File: src/rtl/rtc_countdown_timer.sv
// rtc_countdown_timer
//
// BCD HH:MM:SS countdown timer. It decrements by one second on each 1 Hz
// `tick` while running, and stops at 00:00:00 with a one-cycle `done` pulse.
// Seconds and minutes count down through their mod-60 digits with a borrow
// chain. Hours count down as a BCD pair.
//
// Ports
//   clk        in   system clock, rising edge
//   rset       in   asynchronous active-low reset
//   tick       in   one-cycle 1 Hz enable
//   load       in   load preset (highest priority)
//   preset_hh  in   BCD hours preset
//   preset_mm  in   BCD minutes preset
//   preset_ss  in   BCD seconds preset
//   start      in   begin / resume counting
//   pause      in   suspend counting
//   hh, mm, ss out  current BCD value (registered)
//   busy       out  high while running (registered)
//   done       out  one-cycle pulse on reaching zero
//   err        out  sticky: last load was rejected
module rtc_countdown_timer #(
  parameter logic [7:0] HH_MAX = 8'h23
) (
  input  logic       clk,
  input  logic       rset,
  input  logic       tick,
  input  logic       load,
  input  logic [7:0] preset_hh,
  input  logic [7:0] preset_mm,
  input  logic [7:0] preset_ss,
  input  logic       start,
  input  logic       pause,
  output logic [7:0] hh,
  output logic [7:0] mm,
  output logic [7:0] ss,
  output logic       busy,
  output logic       done,
  output logic       err
);

  typedef enum logic [1:0] {StIdle, StRun, StPaused, StExpired} state_e;

  state_e     state_q;
  logic [7:0] hh_q, mm_q, ss_q;
  logic       busy_q, done_q, err_q;

  // Decrement one BCD digit. If borrow_in is set, the digit either drops by
  // one or wraps to `wrap` and passes the borrow on. Returns {borrow_out, digit}.
  function automatic logic [4:0] dig_dec(input logic [3:0] d, input logic borrow_in,
                                         input logic [3:0] wrap);
    logic [4:0] r;
    if (!borrow_in) begin
      r = {1'b0, d};
    end else if (d == 4'd0) begin
      r = {1'b1, wrap};
    end else begin
      r = {1'b0, d - 4'd1};
    end
    return r;
  endfunction

  // Preset validation
  logic preset_ok;

  always_comb begin
    preset_ok = 1'b1;
    if (preset_hh[7:4] > 4'd9 || preset_hh[3:0] > 4'd9) preset_ok = 1'b0;
    if (preset_mm[7:4] > 4'd5 || preset_mm[3:0] > 4'd9) preset_ok = 1'b0;
    if (preset_ss[7:4] > 4'd5 || preset_ss[3:0] > 4'd9) preset_ok = 1'b0;
    // Both operands are valid BCD here, so a binary compare orders them correctly.
    if (preset_hh > HH_MAX) preset_ok = 1'b0;
  end

  // One-second decrement of the current value
  logic [4:0] ss_u_r, ss_t_r, mm_u_r, mm_t_r, hh_u_r, hh_t_r;
  logic [7:0] hh_dec, mm_dec, ss_dec;
  logic       dec_zero, cur_zero;

  always_comb begin
    ss_u_r = dig_dec(ss_q[3:0], 1'b1, 4'd9);
    ss_t_r = dig_dec(ss_q[7:4], ss_u_r[4], 4'd5);
    mm_u_r = dig_dec(mm_q[3:0], ss_t_r[4], 4'd9);
    mm_t_r = dig_dec(mm_q[7:4], mm_u_r[4], 4'd5);
    hh_u_r = dig_dec(hh_q[3:0], mm_t_r[4], 4'd9);
    // An hours-tens borrow is unreachable because RUN is never entered at zero.
    hh_t_r = dig_dec(hh_q[7:4], hh_u_r[4], 4'd0);

    ss_dec   = {ss_t_r[3:0], ss_u_r[3:0]};
    mm_dec   = {mm_t_r[3:0], mm_u_r[3:0]};
    hh_dec   = {hh_t_r[3:0], hh_u_r[3:0]};
    dec_zero = ({hh_dec, mm_dec, ss_dec} == 24'h0);
    cur_zero = ({hh_q, mm_q, ss_q} == 24'h0);
  end

  // Control FSM and registered datapath. Priority is load > pause > start.
  // A tick counts only when none of these acts on the same edge.
  always_ff @(posedge clk or negedge rset) begin
    if (!rset) begin
      state_q <= StIdle;
      hh_q    <= 8'h00;
      mm_q    <= 8'h00;
      ss_q    <= 8'h00;
      busy_q  <= 1'b0;
      done_q  <= 1'b0;
      err_q   <= 1'b0;
    end else begin
      done_q <= 1'b0;
      if (load) begin
        if (preset_ok) begin
          hh_q    <= preset_hh;
          mm_q    <= preset_mm;
          ss_q    <= preset_ss;
          state_q <= StIdle;
          busy_q  <= 1'b0;
          err_q   <= 1'b0;
        end else begin
          err_q <= 1'b1;
        end
      end else if (pause) begin
        if (state_q == StRun) begin
          state_q <= StPaused;
          busy_q  <= 1'b0;
        end
      end else if (start && ((state_q == StIdle && !cur_zero) || state_q == StPaused)) begin
        state_q <= StRun;
        busy_q  <= 1'b1;
      end else if (state_q == StRun && tick) begin
        hh_q <= hh_dec;
        mm_q <= mm_dec;
        ss_q <= ss_dec;
        if (dec_zero) begin
          state_q <= StExpired;
          busy_q  <= 1'b0;
          done_q  <= 1'b1;
        end
      end
    end
  end

  assign hh   = hh_q;
  assign mm   = mm_q;
  assign ss   = ss_q;
  assign busy = busy_q;
  assign done = done_q;
  assign err  = err_q;

endmodule
File: config.mk
export PLATFORM = sky130hd
export DESIGN_NAME = rtc_countdown_timer
export DESIGN_NICKNAME = d
export VERILOG_FILES = /design/src/rtl/rtc_countdown_timer.sv
export SDC_FILE = /design/constraint.sdc
export NUM_CORES = 1
export LEC_CHECK = 0
export BUFFER_PORTS_ARGS = -buffer_cell sky130_fd_sc_hd__buf_2
export CAP_MARGIN = 20
export CORE_MARGIN = 4
export CORE_UTILIZATION = 47
export CTS_CLUSTER_DIAMETER = 150
export DETAILED_ROUTE_END_ITERATION = 8
export PLACE_DENSITY = 0.76
export SKIP_LAST_GASP = 1
export SYNTH_ARGS = -nofsm -noshare
export SYNTH_HDL_FRONTEND = slang
export SYNTH_SLANG_ARGS = --single-unit
File: constraint.sdc
create_clock -name clk -period 1.85 [get_ports clk]
set_input_delay 0.185 -clock clk [delete_from_list [all_inputs] [get_ports clk]]
set_output_delay 0.185 -clock clk [all_outputs]
set_load 0.02 [all_outputs]
==> summary.md <==
| Metric | Value |
|---|---|
| Starting DRC count in detailed routing | `151` |
| Startpoint class of the critical path | `flip-flop` |
| Boundary Pins | `between 50 and 60` |
| DP Cell Count | `between 300 and 400` |
| Antenna violation net count after detailed routing | `0` |
| Hold_sp | `pause` |
| RR Startpoint | `ss[0]$_DFFE_PN0P_` |
| Worst setup slack after layout | `-0.0611 ns` |
| Run status | `complete, but fails checks` |
| Final non-filler cell total | `380` |
| Area of the core | `roughly 4100 um^2` |
| Avg Synthesized Cell Area | `8.60 um^2` |
| Syn_nets | `268` |
| Synth-to-layout area growth | `39.5%` |
| Netlist cell types | `59` |
| Initial antenna violation count | `0` |
| Initial Util | `49.5%` |
| CTS tree | `built` |
| Placer Congestion | `0.836` |
| Worst setup EP type | `flip-flop` |
| RSZ-0062 raised after global routing | `yes` |
| Worst Path Arrival | `2.07 ns` |
| Setup WS pre-CTS | `-0.0339 ns` |
| DRC | `0` |
| Worst Setup SP | `ss[0]$_DFFE_PN0P_` |
| Final slew viol count | `0` |
| Num Clock Sinks | `29` |
| Row Count | `23` |
| Slew @ Worst Pin | `0.686 ns` |
| Final min period | `1.91 ns` |
| Crit-path slowest cell | `dfrtp_2` |
| Nets@finish | `between 300 and 400` |
| Worst path cell trace | `inv_2, ha_4, nor3b_4, nand4b_4, buf_12, buf_4, nor3b_2, o21ai_1, o21a_1` |
| H-tree depth | `2` |
| Root Buffer | `clkbuf_8` |
| IO Port Bufs | `56` |
| Final Hold Viols | `0` |
| Predominant post-synthesis flop cell | `dfrtp_1` |
| Avg WL per Cell | `16.2 um` |
| Crit path max fanout | `10` |
| Clk slew on worst S/H paths | `approximately 0.070 ns` |
| Sequential-to-total area share from yosys stat | `between 30% and 40%` |
| Crit path buf inv count | `3` |
| Largest net degree at the start of global routing | `30` |
| Leakage Power | `1.26 nW` |
| CP Class | `flip-flop to flip-flop` |
| Worst skew pair latency | `a little under 0.3 ns` |
| Largest stage delay, worst path | `0.40 ns` |
| GRT Residual Overflow | `0` |
| Worst EP required | `2.01 ns` |
| Total track usage | `about a quarter` |
| F_max | `~520 MHz` |
| First-pass GRT wire length | `roughly 9.9 mm` |
| CTS Buffer Depth | `2` |
| Die width | `73.6 um` |
| Max Cap Viol | `0` |
| DRT Pass-1 Iters | `4` |
| Slew HR | `54.3%` |
| Routed wire length | `6.15 mm` |
| R2R setup slack | `-0.06 ns` |
| Area of the die | `5420 um^2` |
| Period utilization | `103%` |
| Antenna cells | `0` |
| Number of synthesized flops with an enable pin | `0` |
| Via/cell ratio | `5.95` |
| Die Ht | `73.6 um` |
| Layout cells sized above 1 | `40.9%` |
| Via count of the first global-routing pass | `2,130` |
| Setup violators final | `8` |
| Post-DP HPWL | `4.59 mm` |
| Cells after Synth | `235` |
| VDD IR max | `0.788 mV` |
| Via count | `around 2,300` |
| Failing checks | `negative setup slack` |
| Fin Clk Skew | `0.0104 ns` |
| Cell Area, Synth | `2020 um^2` |
| Power per cell area | `~1200 nW/um^2` |
| Synth async-reset ratio | `100%` |
| Synth warn | `0` |
| CTS Buf Count | `5` |
| FF+latch count, synth | `29` |
| CP top delay family | `simple AND/OR/NAND/NOR gates` |
| Worst hold path type | `primary input to flip-flop` |
-- stage by stage --
| step | power (mW) | setup TNS [ns] | hold slack, ns | instance area [um^2] | util [%] |
|---|---|---|---|---|---|
| 2_1_floorplan | 2.06 | -0.465 | -0.111 | 2050 | - |
| 3_3_place_gp | 2.80 | 0 | 0.263 | 2620 | 64.2 |
| 3_5_place_dp | 2.83 | -0.0486 | 0.260 | 2620 | 64.2 |
| 4_1_cts | 3.39 | -0.0881 | 0.0734 | 2720 | 66.6 |
| 5_1_grt | 3.68 | -1.37 | 0.0870 | 2820 | 69.0 |
| 6_report | 3.45 | -0.220 | 0.0791 | 2820 | 69.0 |
-- area by class of cell --
type / instances / area [um^2]
Clock buffer: 8 / 90.1
Tap cell: 50 / 62.6
Inverter: 7 / 26.3
Fill cell: 354 / 1260
Multi-Input combinational cell: 188 / 1300
Sequential cell: 29 / 728
Timing Repair Buffer: 98 / 614
-- cells in the final DEF (no fill, tap or decap), types with 5 or more instances in the layout --
cell	count
o31ai_1	5
nand2_1	14
nor3_1	11
o2bb2ai_1	8
dfrtp_1	27
nor2_1	25
o21ai_0	19
a21oi_1	13
buf_4	39
o21ai_1	10
buf_2	56
clkbuf_8	6
-- layer usage --
layer	share of wire, %	GRT usage, %	vias up
met5	0	0	-
met1	43	30.1	1076
met4	1.9	8.45	0
li1	-	-	1077
met2	47	38.4	96
met3	7.3	5.06	13
-- state kept, by name, indices dropped and copies added, names as in the netlist --
signal and count:
hh 8, mm 8, ss 8, state_q 2
busy 1, done 1, err 1
-- cell usage after synthesis (4+ instances only) --
| cell | number | area, um^2 |
|---|---|---|
| a21oi_1 | 13 | 65.1 |
| a22oi_1 | 4 | 30.0 |
| a31oi_1 | 4 | 25.0 |
| and2_1 | 4 | 25.0 |
| clkbuf_1 | 5 | 18.8 |
| dfrtp_1 | 29 | 726 |
| inv_1 | 6 | 22.5 |
| nand2_1 | 14 | 52.6 |
| nand2b_1 | 4 | 25.0 |
| nand3_1 | 5 | 25.0 |
| nand4_1 | 4 | 25.0 |
| nor2_1 | 26 | 97.6 |
| nor3_1 | 15 | 75.1 |
| nor4_1 | 4 | 25.0 |
| o21ai_0 | 28 | 140 |
| o2bb2ai_1 | 8 | 70.1 |
| o31ai_1 | 5 | 37.5 |
-- kinds of logic (layout without fill, tap and decap cells) --
group	count (synthesis)	in the layout	synth area share (%)
adder cells (fa/ha/maj)	3	3	1.86
AO/OA/AOI/OAI	83	83	27.3
multiplexers	3	3	1.49
AND/OR/NAND/NOR	99	99	29.4
flip-flops	29	29	35.9
buffers and inverters	18	113	4.08
-- where the power goes --
group | leakage [nW] | switching [mW] | internal, mW
sequential | 0.359 | 0.244 | 0.832
clock | 0.0455 | 0.243 | 0.303
combinational | 0.855 | 1.01 | 0.826
-- worst register-to-register path, stage by stage, from the launching register on --
cell and delay [ns]:
dfrtp_2 0.40, inv_2 0.08, ha_4 0.14, nor3b_4 0.24, nand4b_4 0.19, buf_12 0.19
buf_4 0.16, nor3b_2 0.18, o21ai_1 0.09, o21a_1 0.11
-- final timing paths --
check                                          to  depth (start not counted)
min in group asynchronous       hh[6]$_DFFE_PN0P_                          2
worst max register to register  mm[3]$_DFFE_PN0P_                          9
worst min register to register    err$_DFFE_PN0P_                          2
max in group asynchronous       ss[1]$_DFFE_PN0P_                          2
worst min-delay path               done$_DFF_PN0_                          2
worst max-delay path            mm[3]$_DFFE_PN0P_                          9
-- repair_timing --
action                                 CTS  global route
pin swaps                                2             5
setup buffers                            0             5
endpoints found under the hold margin   29             0
setup endpoints to repair                5            19
hold buffers                             1             0
resized for setup                        0            14
Power figures use the tool's default switching activity.
